--- src/rtl/conv_block_sequencer_if.sv ---
// ============================================================================
// conv_block_sequencer_if : control/MCU <-> sequencer handshake and BRAM bus
// rev 1.0
// ============================================================================
`default_nettype none

interface conv_block_sequencer_if #(
  parameter int NB_ADDRESS = 10
);
  logic                  start;
  logic [NB_ADDRESS-1:0] img_length;
  logic [NB_ADDRESS-1:0] num_blocks;
  logic                  hold;
  logic                  block_ack;
  logic [NB_ADDRESS-1:0] read_add;
  logic [NB_ADDRESS-1:0] write_add;
  logic                  conv_valid;
  logic                  wr_en;
  logic                  conv_clr;
  logic                  change_block;
  logic                  busy;
  logic                  eop;
  logic                  cfg_err;
  logic [NB_ADDRESS-1:0] block_cnt;

  modport master (
    output start, img_length, num_blocks, hold, block_ack,
    input  read_add, write_add, conv_valid, wr_en, conv_clr,
           change_block, busy, eop, cfg_err, block_cnt
  );

  modport slave (
    input  start, img_length, num_blocks, hold, block_ack,
    output read_add, write_add, conv_valid, wr_en, conv_clr,
           change_block, busy, eop, cfg_err, block_cnt
  );
endinterface

`default_nettype wire

--- src/rtl/conv_block_sequencer.sv ---
// ============================================================================
// conv_block_sequencer : per-block read walk, delayed write-back, MCU handshake
// rev 1.0
// ============================================================================
`default_nettype none

module conv_block_sequencer #(
  parameter int NB_ADDRESS = 10,
  parameter int CONV_LAT   = 2
) (
  input logic                   clk,
  input logic                   rst_n,
  conv_block_sequencer_if.slave bus
);

  typedef enum logic [2:0] {
    IDLE     = 3'd0,
    RUN      = 3'd1,
    DRAIN    = 3'd2,
    BLK_WAIT = 3'd3,
    DONE     = 3'd4
  } state_t;

  localparam logic [NB_ADDRESS-1:0] ONE        = NB_ADDRESS'(1);
  localparam logic [NB_ADDRESS-1:0] MIN_LEN    = NB_ADDRESS'(3);
  localparam logic [2:0]            DRAIN_LAST = 3'(CONV_LAT);

  state_t                state;
  logic [NB_ADDRESS-1:0] len;
  logic [NB_ADDRESS-1:0] nblk;
  logic [NB_ADDRESS-1:0] rd_add;
  logic [NB_ADDRESS-1:0] blk_cnt;
  logic [2:0]            drain_cnt;
  logic [CONV_LAT:0]     v_pipe;
  logic [NB_ADDRESS-1:0] a_pipe [CONV_LAT+1];
  logic                  conv_clr;
  logic                  change_block;
  logic                  eop;
  logic                  cfg_err;
  logic                  frz;
  logic                  rd_issue;

  // Hold only freezes the datapath while a block is in flight.
  assign frz      = bus.hold && ((state == RUN) || (state == DRAIN));
  assign rd_issue = (state == RUN) && !bus.hold;

  always_ff @(posedge clk or negedge rst_n) begin
    if (!rst_n) begin
      state        <= IDLE;
      len          <= '0;
      nblk         <= '0;
      rd_add       <= '0;
      blk_cnt      <= '0;
      drain_cnt    <= '0;
      v_pipe       <= '0;
      conv_clr     <= 1'b0;
      change_block <= 1'b0;
      eop          <= 1'b0;
      cfg_err      <= 1'b0;
      for (int i = 0; i <= CONV_LAT; i++) a_pipe[i] <= '0;
    end else begin
      conv_clr <= 1'b0;
      eop      <= 1'b0;
      cfg_err  <= 1'b0;

      if (!frz) begin
        v_pipe    <= {v_pipe[CONV_LAT-1:0], rd_issue};
        a_pipe[0] <= rd_add;
        for (int i = 1; i <= CONV_LAT; i++) a_pipe[i] <= a_pipe[i-1];
      end

      case (state)
        IDLE: begin
          if (bus.start) begin
            if ((bus.img_length < MIN_LEN) || (bus.num_blocks == '0)) begin
              cfg_err <= 1'b1;
            end else begin
              len      <= bus.img_length;
              nblk     <= bus.num_blocks;
              blk_cnt  <= '0;
              rd_add   <= '0;
              conv_clr <= 1'b1;
              state    <= RUN;
            end
          end
        end
        RUN: begin
          if (!bus.hold) begin
            if (rd_add == len - ONE) begin
              rd_add    <= '0;
              drain_cnt <= '0;
              state     <= DRAIN;
            end else begin
              rd_add <= rd_add + ONE;
            end
          end
        end
        DRAIN: begin
          // Wait out BRAM latency plus convolutor latency so the last write lands.
          if (!bus.hold) begin
            if (drain_cnt == DRAIN_LAST) begin
              if (blk_cnt == nblk - ONE) begin
                eop   <= 1'b1;
                state <= DONE;
              end else begin
                change_block <= 1'b1;
                state        <= BLK_WAIT;
              end
            end else begin
              drain_cnt <= drain_cnt + 3'd1;
            end
          end
        end
        BLK_WAIT: begin
          if (bus.block_ack) begin
            blk_cnt      <= blk_cnt + ONE;
            conv_clr     <= 1'b1;
            change_block <= 1'b0;
            rd_add       <= '0;
            state        <= RUN;
          end
        end
        DONE: begin
          state <= IDLE;
        end
        default: begin
          state <= IDLE;
        end
      endcase
    end
  end

  assign bus.read_add     = rd_add;
  assign bus.write_add    = a_pipe[CONV_LAT];
  assign bus.conv_valid   = v_pipe[0] && !frz;
  assign bus.wr_en        = v_pipe[CONV_LAT] && !frz;
  assign bus.conv_clr     = conv_clr;
  assign bus.change_block = change_block;
  assign bus.busy         = (state != IDLE);
  assign bus.eop          = eop;
  assign bus.cfg_err      = cfg_err;
  assign bus.block_cnt    = blk_cnt;

endmodule

`default_nettype wire

--- src/flat_wrapper.sv ---
// flat-port wrapper written by rule: the top's interface ports become plain ports
module conv_block_sequencer_flat 
#(
  parameter int NB_ADDRESS = 10,
  parameter int CONV_LAT   = 2
)
  (clk, rst_n, bus_start, bus_img_length, bus_num_blocks, bus_hold, bus_block_ack, bus_read_add, bus_write_add, bus_conv_valid, bus_wr_en, bus_conv_clr, bus_change_block, bus_busy, bus_eop, bus_cfg_err, bus_block_cnt);
  conv_block_sequencer_if #(.NB_ADDRESS(NB_ADDRESS)) bus_i ();
  input logic clk;
  input logic rst_n;
  input wire logic [$bits(bus_i.start)-1:0] bus_start;
  input wire logic [$bits(bus_i.img_length)-1:0] bus_img_length;
  input wire logic [$bits(bus_i.num_blocks)-1:0] bus_num_blocks;
  input wire logic [$bits(bus_i.hold)-1:0] bus_hold;
  input wire logic [$bits(bus_i.block_ack)-1:0] bus_block_ack;
  output wire logic [$bits(bus_i.read_add)-1:0] bus_read_add;
  output wire logic [$bits(bus_i.write_add)-1:0] bus_write_add;
  output wire logic [$bits(bus_i.conv_valid)-1:0] bus_conv_valid;
  output wire logic [$bits(bus_i.wr_en)-1:0] bus_wr_en;
  output wire logic [$bits(bus_i.conv_clr)-1:0] bus_conv_clr;
  output wire logic [$bits(bus_i.change_block)-1:0] bus_change_block;
  output wire logic [$bits(bus_i.busy)-1:0] bus_busy;
  output wire logic [$bits(bus_i.eop)-1:0] bus_eop;
  output wire logic [$bits(bus_i.cfg_err)-1:0] bus_cfg_err;
  output wire logic [$bits(bus_i.block_cnt)-1:0] bus_block_cnt;
  assign bus_i.start = bus_start;
  assign bus_i.img_length = bus_img_length;
  assign bus_i.num_blocks = bus_num_blocks;
  assign bus_i.hold = bus_hold;
  assign bus_i.block_ack = bus_block_ack;
  assign bus_read_add = bus_i.read_add;
  assign bus_write_add = bus_i.write_add;
  assign bus_conv_valid = bus_i.conv_valid;
  assign bus_wr_en = bus_i.wr_en;
  assign bus_conv_clr = bus_i.conv_clr;
  assign bus_change_block = bus_i.change_block;
  assign bus_busy = bus_i.busy;
  assign bus_eop = bus_i.eop;
  assign bus_cfg_err = bus_i.cfg_err;
  assign bus_block_cnt = bus_i.block_cnt;
  conv_block_sequencer #(.NB_ADDRESS(NB_ADDRESS), .CONV_LAT(CONV_LAT)) u_core (.clk(clk), .rst_n(rst_n), .bus(bus_i));
endmodule
--- config.mk ---
export PLATFORM = sky130hd
export DESIGN_NAME = conv_block_sequencer_flat
export DESIGN_NICKNAME = d
export VERILOG_FILES = /design/src/rtl/conv_block_sequencer_if.sv /design/src/rtl/conv_block_sequencer.sv /design/src/flat_wrapper.sv
export SDC_FILE = /design/constraint.sdc
export NUM_CORES = 1
export LEC_CHECK = 0
export BUFFER_PORTS_ARGS = -buffer_cell sky130_fd_sc_hd__buf_2
export CAP_MARGIN = 20
export CORE_UTILIZATION = 57
export DETAILED_ROUTE_END_ITERATION = 10
export PLACE_DENSITY = 0.9
export SETUP_SLACK_MARGIN = 0.3
export SYNTH_ARGS = -nofsm -noshare
export SYNTH_HDL_FRONTEND = slang
export SYNTH_SLANG_ARGS = --single-unit
--- constraint.sdc ---
create_clock -name clk -period 3 [get_ports clk]
set_input_delay 0.15 -clock clk [delete_from_list [all_inputs] [get_ports clk]]
set_output_delay 0.15 -clock clk [all_outputs]
set_load 0.03 [all_outputs]
==> impl_metrics.csv, run 1 <==
group,metric,value,unit
critical_path,slowest_delay,620,ps
sta,max_freq,0.402,GHz
pwr,p_per_area,848,mW/mm2
yosys,synth_cell_types,54,
critical_path,crit_fanout,9,
global_route,grt_usage,24.6,%
drt,via_per_inst,5.76,
run,maxCapViolCount,0,
critical_path,required,3290,ps
clocking,clock_path_buffers,2,
clocking,postCtsSetupRepairBufs,0,
sta,drv_slew,0,
drt,num_vias,3512,
sta,period_needed,2490,ps
critical_path,cp-end-kind,"flop",
sta,slew_headroom,56.4,%
global_route,grt_pass1_vias,3398,
drt,drc,0,
pwr,p_leak,2.48,nW
place,dpl_cell_area,0.00471,mm2
critical_path,critPathLaunchType,"flop",
clocking,cts.sinks,83,
yosys,syn-num-nets,477,
sta,rsz0062_at_grt,"false",
clocking,htreeDepth,3,
yosys,netlist_area,0.00439,mm2
drt,wirelength,9380,um
status,status,"complete, no violations",
clocking,postCtsHoldBufs,12,
sta,setup_viol,0,
yosys,ys_async_sr_fraction,100,%
place,post-dp-hpwl,6430,um
place,place.gp.congestion,0.850,
floorplan,die_area,0.00806,mm2
floorplan,chipHeight,89.8,um
hold_path,hold_class,"in -> reg",
floorplan,die_w,89.8,um
final_layout,drive_gt1_share,24.5,%
place,dp_worst_setup_slack,546,ps
place,place_inst,581,
final_layout,fin_nets,537,
yosys,synth-edff-count,0,
clocking,clkTransAtPathRegs,90,ps
drt,ant_nets,0,
clocking,root_buffer,"clkbuf_8",
sta,fin_tns_setup,0,ps
final_layout,fin_area,0.00503,mm2
yosys,syn_inst,446,
global_route,grt_max_degree,84,
yosys,yosysSeqAreaShare,47.3,%
sta,tightest_slew,649,ps
global_route,antenna_found_initial,0,
sta,fin_worst_skew,9.16,ps
yosys,syn_area_per_cell,9.84,um2
floorplan,initial_core_util,59.9,%
drt,drt-wirelength-per-cell,15.4,um
sta,layout_setup_ws,512,ps
critical_path,slowest_stage,"or4_4",
drt,drtPass1Iterations,5,
critical_path,worstSetupPathType,"reg -> reg",
global_route,globalRouteOverflowTotal,0,
yosys,yosys_register_bits,83,
place,io_buffers,61,
floorplan,ioPinCount,62,
drt,drt_first_iter_violations,221,
yosys,yosys_warnings,0,
final_layout,diodes,0,
floorplan,core,0.00733,mm2
critical_path,cp.arrival,2780,ps
final_layout,syn_to_final_growth,14.6,%
pwr,power.total,0.00426,W
critical_path,worstPathCellList,"or4_4 -> o311a_1 -> a31oi_1 -> o211ai_1 -> a21o_2 -> nor2_4 -> a22o_1",
critical_path,cp_top_family,"compound AO/OA/AOI/OAI gates",
global_route,grt_first_pass_wirelength,15900,um
yosys,ys.flop_type,"dfrtp_1",
clocking,cts_tree,"built",
clocking,cts_resized,0,
clocking,cts-buffers-inserted,9,
pwr,irDropWorstVdd,0.533,mV
floorplan,rows,31,
sta,finalCritPeriodShare,82.9,%
critical_path,crit_buf_inv,0,
final_layout,final-instance-count-excl-fill,610,
clocking,clock_latency,360,ps
sta,finalHoldViolCount,0,
==> cells in the final DEF (no fill, tap or decap), types with 10 or more instances in the layout <==
cell type      instances
dfrtp_1               83
nand2_1               78
buf_2                 60
mux2_2                31
nor2_1                30
xor2_1                20
o21ai_0               19
xnor2_1               13
inv_1                 12
dlygate4sd3_1         12
nor3_1                10
nand3_1               10
nor2b_1               10
==> state kept, by name (all words and copies together) (netlist names), 3 cells and up <==
| signal | count |
|---|---|
| u_core.nblk | 10 |
| u_core.len | 10 |
| u_core.a_pipe | 20 |
| u_core.bus.read_add | 10 |
| u_core.bus.write_add | 10 |
| u_core.bus.block_cnt | 10 |
| u_core.drain_cnt | 3 |
| u_core.v_pipe | 3 |
| u_core.state | 3 |
==> cells by family (layout without fill, tap and decap cells) <==
logic type               Yosys count  in the layout  share of synthesized area (%)
adder cells (fa/ha/maj)            6              6                           1.71
multiplexers                      32             32                           8.18
AND/OR/NAND/NOR                  185            185                           20.9
buffers and inverters             41            106                           4.39
XOR/XNOR                          33             33                           6.58
flip-flops                        83             83                           47.3
AO/OA/AOI/OAI                     66             66                           10.9
==> tightest hold or removal path, cell delays in order <==
cell and delay, ps:
buf_2 90, nand2_1 50, nand2_1 50
==> layout make-up <==
| type | count | area [um2] |
|---|---|---|
| sequential | 83 | 2080 |
| tap | 99 | 124 |
| timing repair buffer | 78 | 478 |
| inverter | 12 | 45.0 |
| fill | 539 | 2300 |
| clock buffer | 9 | 124 |
| multi-input combinational | 322 | 2130 |
| clock inverter | 7 | 57.6 |
==> where the power goes <==
| group | internal (W) | switching, W | total [W] |
|---|---|---|---|
| clock network | 0.000310 | 0.000441 | 0.000752 |
| registers | 0.00140 | 0.000350 | 0.00175 |
| logic | 0.000763 | 0.000998 | 0.00176 |
| total | 0.00247 | 0.00179 | 0.00426 |
==> metrics by stage <==
stage          hold WS (ps)  utilization, %
2_1_floorplan          -146               -
3_3_place_gp            348            64.2
3_5_place_dp            355            64.2
4_1_cts                2.24            68.4
5_1_grt                10.8            68.6
6_report               13.6            68.6
==> routing by layer <==
layer | global-route usage [%] | part of all wire, %
met5 | 0 | 0
met2 | 41.0 | 49
met4 | 7.92 | 1.5
met3 | 5.08 | 4.3
met1 | 32.2 | 45
==> Yosys cell counts (2+ instances only) <==
library cell,n,share of area (%)
a2111oi_0,3,0.60
a21oi_1,5,0.57
a22o_1,8,1.6
a31o_2,2,0.40
a31oi_1,5,0.71
a32o_1,2,0.46
a41o_1,2,0.46
and2_1,3,0.43
and3_1,8,1.1
buf_4,10,1.7
clkbuf_1,17,1.5
dfrtp_1,83,47
ha_1,6,1.7
inv_1,12,1.0
mux2_2,31,8.0
nand2_1,78,6.7
nand2b_1,2,0.28
nand3_1,10,1.1
nand4_1,4,0.57
nor2_1,30,2.6
nor2b_1,10,1.4
nor3_1,10,1.1
nor3b_1,4,0.68
nor4_1,7,1.0
o2111ai_1,3,0.60
o211ai_1,3,0.51
o21ai_0,19,2.2
o31ai_1,4,0.68
or3_1,4,0.57
or4_1,6,1.0
xnor2_1,13,2.6
xor2_1,20,4.0
==> path summary, 6_finish.rpt <==
check,startpoint,end,slack [ps],depth (start not counted)
max in group asynchronous,rst_n,u_core.a_pipe[17],2090,3
worst max register to register,u_core.len[2],u_core.bus.read_add[9],510,7
worst max-delay path,u_core.len[2],u_core.bus.read_add[9],510,7
worst min-delay path,bus_img_length[5],u_core.len[5],10,3
worst min register to register,u_core.v_pipe[1],u_core.v_pipe[1],490,1
min in group asynchronous,rst_n,u_core.a_pipe[13],290,2
Note: power is estimated with default switching activity, not from simulation.
==> inputs of run 2 (changes only) <==
==> constraint.sdc (replaced) <==
create_clock -name clk -period 2.55 [get_ports clk]
set_input_delay 0.1275 -clock clk [delete_from_list [all_inputs] [get_ports clk]]
set_output_delay 0.1275 -clock clk [all_outputs]
set_load 0.03 [all_outputs]
==> impl_metrics.csv, run 2 (same netlist as run 1, synthesis figures left out) <==
group,metric,value,unit
status,status,"complete, no violations",
drt,via_per_inst,5.79,
sta,setup_viol,0,
final_layout,syn_to_final_growth,21.2,%
critical_path,required,2860,ps
floorplan,rows,31,
final_layout,final_common_cell,"dfrtp_1",
sta,fin_tns_setup,0,ps
place,io_buffers,61,
critical_path,cp-end-kind,"flop",
global_route,grt_pass1_vias,3499,
pwr,p_leak,2.61,nW
critical_path,worstPathCellList,"or4_4 -> o31a_1 -> o211ai_1 -> o211ai_1 -> a21o_2 -> nor2_2 -> a22o_1",
critical_path,crit_fanout,7,
clocking,root_buffer,"clkbuf_8",
global_route,antenna_found_initial,0,
clocking,clock_path_buffers,2,
final_layout,final-instance-count-excl-fill,634,
critical_path,r2r_start,"u_core.len[3]",
drt,drt-wirelength-per-cell,16.4,um
drt,drc,0,
sta,period_needed,2410,ps
clocking,cts_tree,"built",
sta,slew_headroom,62.1,%
sta,finalHoldViolCount,0,
pwr,irDropWorstVdd,0.674,mV
floorplan,core,0.00733,mm2
place,post-dp-hpwl,6500,um
place,place_inst,584,
clocking,clock_latency,360,ps
global_route,grt_max_degree,84,
critical_path,worstSetupPathType,"reg -> reg",
run,maxCapViolCount,0,
pwr,p_per_area,1020,mW/mm2
critical_path,worst-path-stages,7,
critical_path,startpoint,"u_core.len[3]",
sta,drv_slew,0,
global_route,grt_usage,26.1,%
final_layout,mostFrequentLayoutCells,"dfrtp_1 (80), nand2_1 (78), buf_2 (60), mux2_2 (31), nor2_1 (30)",
critical_path,critPathLaunchType,"flop",
critical_path,slowest_stage,"or4_4",
critical_path,r2r_cells,7,
final_layout,fin_util,72.6,%
hold_path,min-delay-start,"bus_img_length[0]",
drt,wirelength,10400,um
critical_path,crit_buf_inv,0,
critical_path,reg2reg_to,"u_core.bus.read_add[4]",
floorplan,initial_core_util,59.9,%
clocking,clkTransAtPathRegs,90,ps
sta,rsz0062_at_grt,"true",
final_layout,top_register,"u_core.a_pipe",
final_layout,diodes,0,
hold_path,hold_class,"in -> reg",
drt,drt_first_iter_violations,326,
final_layout,fin_nets,561,
drt,num_vias,3673,
floorplan,ioPinCount,62,
final_layout,drive_gt1_share,29.9,%
hold_path,hold_depth,3,
final_layout,largest_reg_flops,20,
critical_path,slowest_delay,560,ps
clocking,cts-buffers-inserted,9,
drt,ant_nets,0,
hold_path,min_to,"u_core.len[0]",
clocking,cts.sinks,83,
floorplan,chipHeight,89.8,um
floorplan,die_w,89.8,um
sta,max_freq,0.415,GHz
drt,drtPass1Iterations,7,
critical_path,reg2reg_slack,140,ps
sta,fin_worst_skew,16.9,ps
global_route,globalRouteOverflowTotal,0,
critical_path,cp.arrival,2720,ps
global_route,grt_first_pass_wirelength,16600,um
sta,finalCritPeriodShare,94.5,%
floorplan,die_area,0.00806,mm2
critical_path,crit_top_cell,"o211ai_1",
critical_path,cp_top_family,"compound AO/OA/AOI/OAI gates",
clocking,htreeDepth,3,
place,place.gp.congestion,0.918,
sta,tightest_slew,566,ps
[run 2: worst max path at each step]
stage | end | slack, ps
2_1_floorplan | u_core.bus.read_add[0] | 310
3_3_place_gp | u_core.bus.read_add[0] | 200
3_5_place_dp | u_core.drain_cnt[1] | 90
4_1_cts | u_core.bus.read_add[0] | 180
5_1_grt | u_core.bus.read_add[2] | 70
6_report | u_core.bus.read_add[4] | 140
[run 2: metal layers]
| metal | vias to the layer above | share of wire, % | global-route usage (%) |
|---|---|---|---|
| met5 | - | 0 | 0 |
| met4 | 0 | 2.3 | 8.20 |
| met3 | 26 | 4.9 | 6.01 |
| met2 | 148 | 50 | 43.3 |
| met1 | 1775 | 43 | 34.0 |
| li1 | 1724 | - | - |
[run 2: area by class of cell]
class	count	area, um2
inverter	12	45.0
timing repair buffer	101	674
sequential	83	2080
clock buffer	10	128
clock inverter	6	46.3
multi-input combinational	323	2220
tap	99	124
fill	522	2010
[run 2: worst reg2reg max path: stages (launching register included)]
cell and delay (ps):
dfrtp_2 420, or4_4 560, o31a_1 320, o211ai_1 210
o211ai_1 170, a21o_2 310, nor2_2 210, a22o_1 170
[run 2: repair_timing]
action                     4_1_cts  5_1_grt
setup buffers                    8        4
gates cloned                     1        0
hold endpoints to repair       102        0
pin swaps                        7        1
resized for setup               16       11
hold buffers                    20        0
setup endpoints to repair       15       18
[run 2: power by group]
group          switching, W  internal, W
combinational       0.00138      0.00111
sequential         0.000386      0.00165
clock              0.000514     0.000363
total               0.00228      0.00312
[run 2: metrics by stage]
stage	setup slack, ps	instance area (um2)	total power, W	hold slack (ps)
after detailed placement	90.6	4730	0.00413	338
final	141	5320	0.00541	9.44
after CTS	184	5220	0.00521	11.1
after floorplan	305	4390	0.00363	-168
after global routing	70.9	5320	0.00573	3.22
after global placement	203	4730	0.00403	326
==> inputs of run 3 (changes only) <==
--- a/config.mk
+++ b/config.mk
@@ -10,7 +10,8 @@
 export CORE_UTILIZATION = 57
 export DETAILED_ROUTE_END_ITERATION = 10
 export PLACE_DENSITY = 0.9
-export SETUP_SLACK_MARGIN = 0.3
+export SETUP_SLACK_MARGIN = 0.1
+export SLEW_MARGIN = 5
 export SYNTH_ARGS = -nofsm -noshare
 export SYNTH_HDL_FRONTEND = slang
 export SYNTH_SLANG_ARGS = --single-unit
==> impl_metrics.csv, run 3 (same netlist as run 1, synthesis figures left out) <==
group,metric,value,unit
sta,rsz0062_at_grt,"true",
final_layout,drive_gt1_share,27.9,%
final_layout,fillers,516,
global_route,grt_pass1_vias,3497,
floorplan,initial_core_util,59.9,%
critical_path,cp.arrival,2750,ps
drt,drc,0,
critical_path,crit_buf_inv,2,
clocking,clkTransAtPathRegs,90,ps
clocking,htreeDepth,3,
floorplan,chipHeight,89.8,um
sta,tightest_slew,555,ps
critical_path,worstPathCellList,"dlygate4sd3_1 -> buf_2 -> or4_1 -> nor4_2 -> a31oi_1 -> and3_1 -> a21oi_4 -> nor2_4 -> mux2_2",
status,status,"complete, no violations",
global_route,antenna_found_initial,0,
sta,finalCritPeriodShare,97.3,%
sta,slew_headroom,62.8,%
critical_path,slowest_stage,"or4_1",
pwr,power.share.clock,19.3,%
place,place_inst,586,
global_route,grt_max_degree,84,
sta,finalHoldViolCount,0,
global_route,globalRouteOverflowTotal,0,
final_layout,final_common_cell,"dfrtp_1",
sta,fin_worst_skew,18.9,ps
drt,num_vias,3699,
critical_path,critPathLaunchType,"input port",
global_route,grt_usage,26.4,%
final_layout,fin_area,0.00530,mm2
sta,period_needed,2480,ps
final_layout,largest_reg_flops,20,
final_layout,top_register,"u_core.a_pipe",
drt,ant_nets,0,
floorplan,die_area,0.00806,mm2
pwr,p_leak,2.61,nW
drt,wirelength,10500,um
sta,max_freq,0.403,GHz
pwr,p_seq_share,37.8,%
sta,setup_viol,0,
critical_path,cp_top_family,"simple AND/OR/NAND/NOR gates",
final_layout,fin_util,72.3,%
pwr,p_int,0.00315,W
final_layout,syn_to_final_growth,20.7,%
critical_path,r2r_cells,7,
sta,drv_slew,0,
global_route,grt_first_pass_wirelength,16900,um
pwr,p_sw_share,41.6,%
drt,drt-wirelength-per-cell,16.7,um
drt,via_per_inst,5.87,
critical_path,worstSetupPathType,"in -> reg",
clocking,cts-buffers-inserted,9,
sta,fin_hold_ws,5.54,ps
final_layout,final-instance-count-excl-fill,630,
hold_path,hold_class,"in -> reg",
final_layout,fin_nets,557,
drt,drt_first_iter_violations,302,
clocking,clock_path_buffers,2,
floorplan,rows,31,
pwr,irDropWorstVdd,0.615,mV
place,post-dp-hpwl,6480,um
floorplan,die_w,89.8,um
critical_path,crit_fanout,7,
floorplan,ioPinCount,62,
clocking,cts.sinks,83,
place,io_buffers,61,
clocking,cts_tree,"built",
critical_path,cp-end-kind,"flop",
critical_path,worst-path-stages,9,
final_layout,diodes,0,
hold_path,hold_depth,3,
final_layout,multiInputGateArea,0.00218,mm2
critical_path,slowest_delay,550,ps
clocking,clock_latency,380,ps
place,dpl_cell_area,0.00475,mm2
pwr,combPwrFrac,42.8,%
final_layout,seq_area,0.00208,mm2
final_layout,mostFrequentLayoutCells,"dfrtp_1 (80), nand2_1 (78), buf_2 (60), mux2_2 (31), nor2_1 (30)",
pwr,p_per_area,1020,mW/mm2
clocking,root_buffer,"clkbuf_8",
floorplan,core,0.00733,mm2
pwr,p_sw,0.00225,W
critical_path,required,2820,ps
run,maxCapViolCount,0,
place,place.gp.congestion,0.869,
drt,drtPass1Iterations,5,
==> run 3: metrics by stage <==
| stage | total power (W) | TNS [ps] | worst slack (ps) |
|---|---|---|---|
| 4_1_cts | 0.00525 | 0 | 115 |
| 2_1_floorplan | 0.00362 | 0 | 279 |
| 6_report | 0.00540 | 0 | 67.6 |
| 3_5_place_dp | 0.00415 | 0 | 93.6 |
| 3_3_place_gp | 0.00407 | 0 | 205 |
| 5_1_grt | 0.00573 | -66.4 | -21.0 |
==> run 3: cell type report <==
cell class | instances | area share (%)
clock buffer | 9 | 2.34
inverter | 12 | 0.850
tap | 99 | 2.34
timing repair buffer | 97 | 12.3
sequential | 83 | 39.2
multi-input combinational | 323 | 41.2
clock inverter | 7 | 1.75
==> run 3: timing repair <==
item | CTS | global route
endpoints found under the setup margin | 5 | 33
pin swaps | 2 | 8
gates resized for setup | 3 | 16
cloned | 0 | 1
endpoints found under the hold margin | 103 | 0
buffers inserted | 2 | 3
hold buffers | 21 | 0
==> run 3: power by group through the flow <==
stage                     clock, W  combinational (W)  sequential, W
after CTS                  0.00105            0.00218        0.00202
final                      0.00104            0.00231        0.00204
after global placement           0            0.00204        0.00202
after detailed placement         0            0.00210        0.00205
after global routing       0.00112            0.00254        0.00208
after floorplan                  0            0.00162        0.00201
==> run 3: worst reg2reg max path, delay by kind of cell (launching register included) <==
family,cells,cell delay (ps)
simple gates,4,1280
flops,1,420
compound gates,1,280
mux,1,270
xor+xnor,1,110
==> run 3: path summary, 6_finish.rpt <==
| check | start | to | slack (ps) |
|---|---|---|---|
| worst min register to register | u_core.v_pipe[1] | u_core.v_pipe[1] | 490 |
| worst max register to register | u_core.len[3] | u_core.bus.read_add[0] | 80 |
| worst max-delay path | bus_num_blocks[5] | u_core.bus.read_add[0] | 70 |
| min in group asynchronous | rst_n | u_core.bus.write_add[1] | 230 |
| worst min-delay path | bus_start | u_core.bus.cfg_err | 6 |
| max in group asynchronous | rst_n | u_core.v_pipe[1] | 1710 |
==> run 3: layer usage <==
layer	vias up	global-route usage (%)	part of all wire, %
met5	-	0	0
met4	0	11.1	1.7
met3	19	4.23	4.8
met2	152	43.0	51
met1	1803	35.3	42
li1	1725	-	-
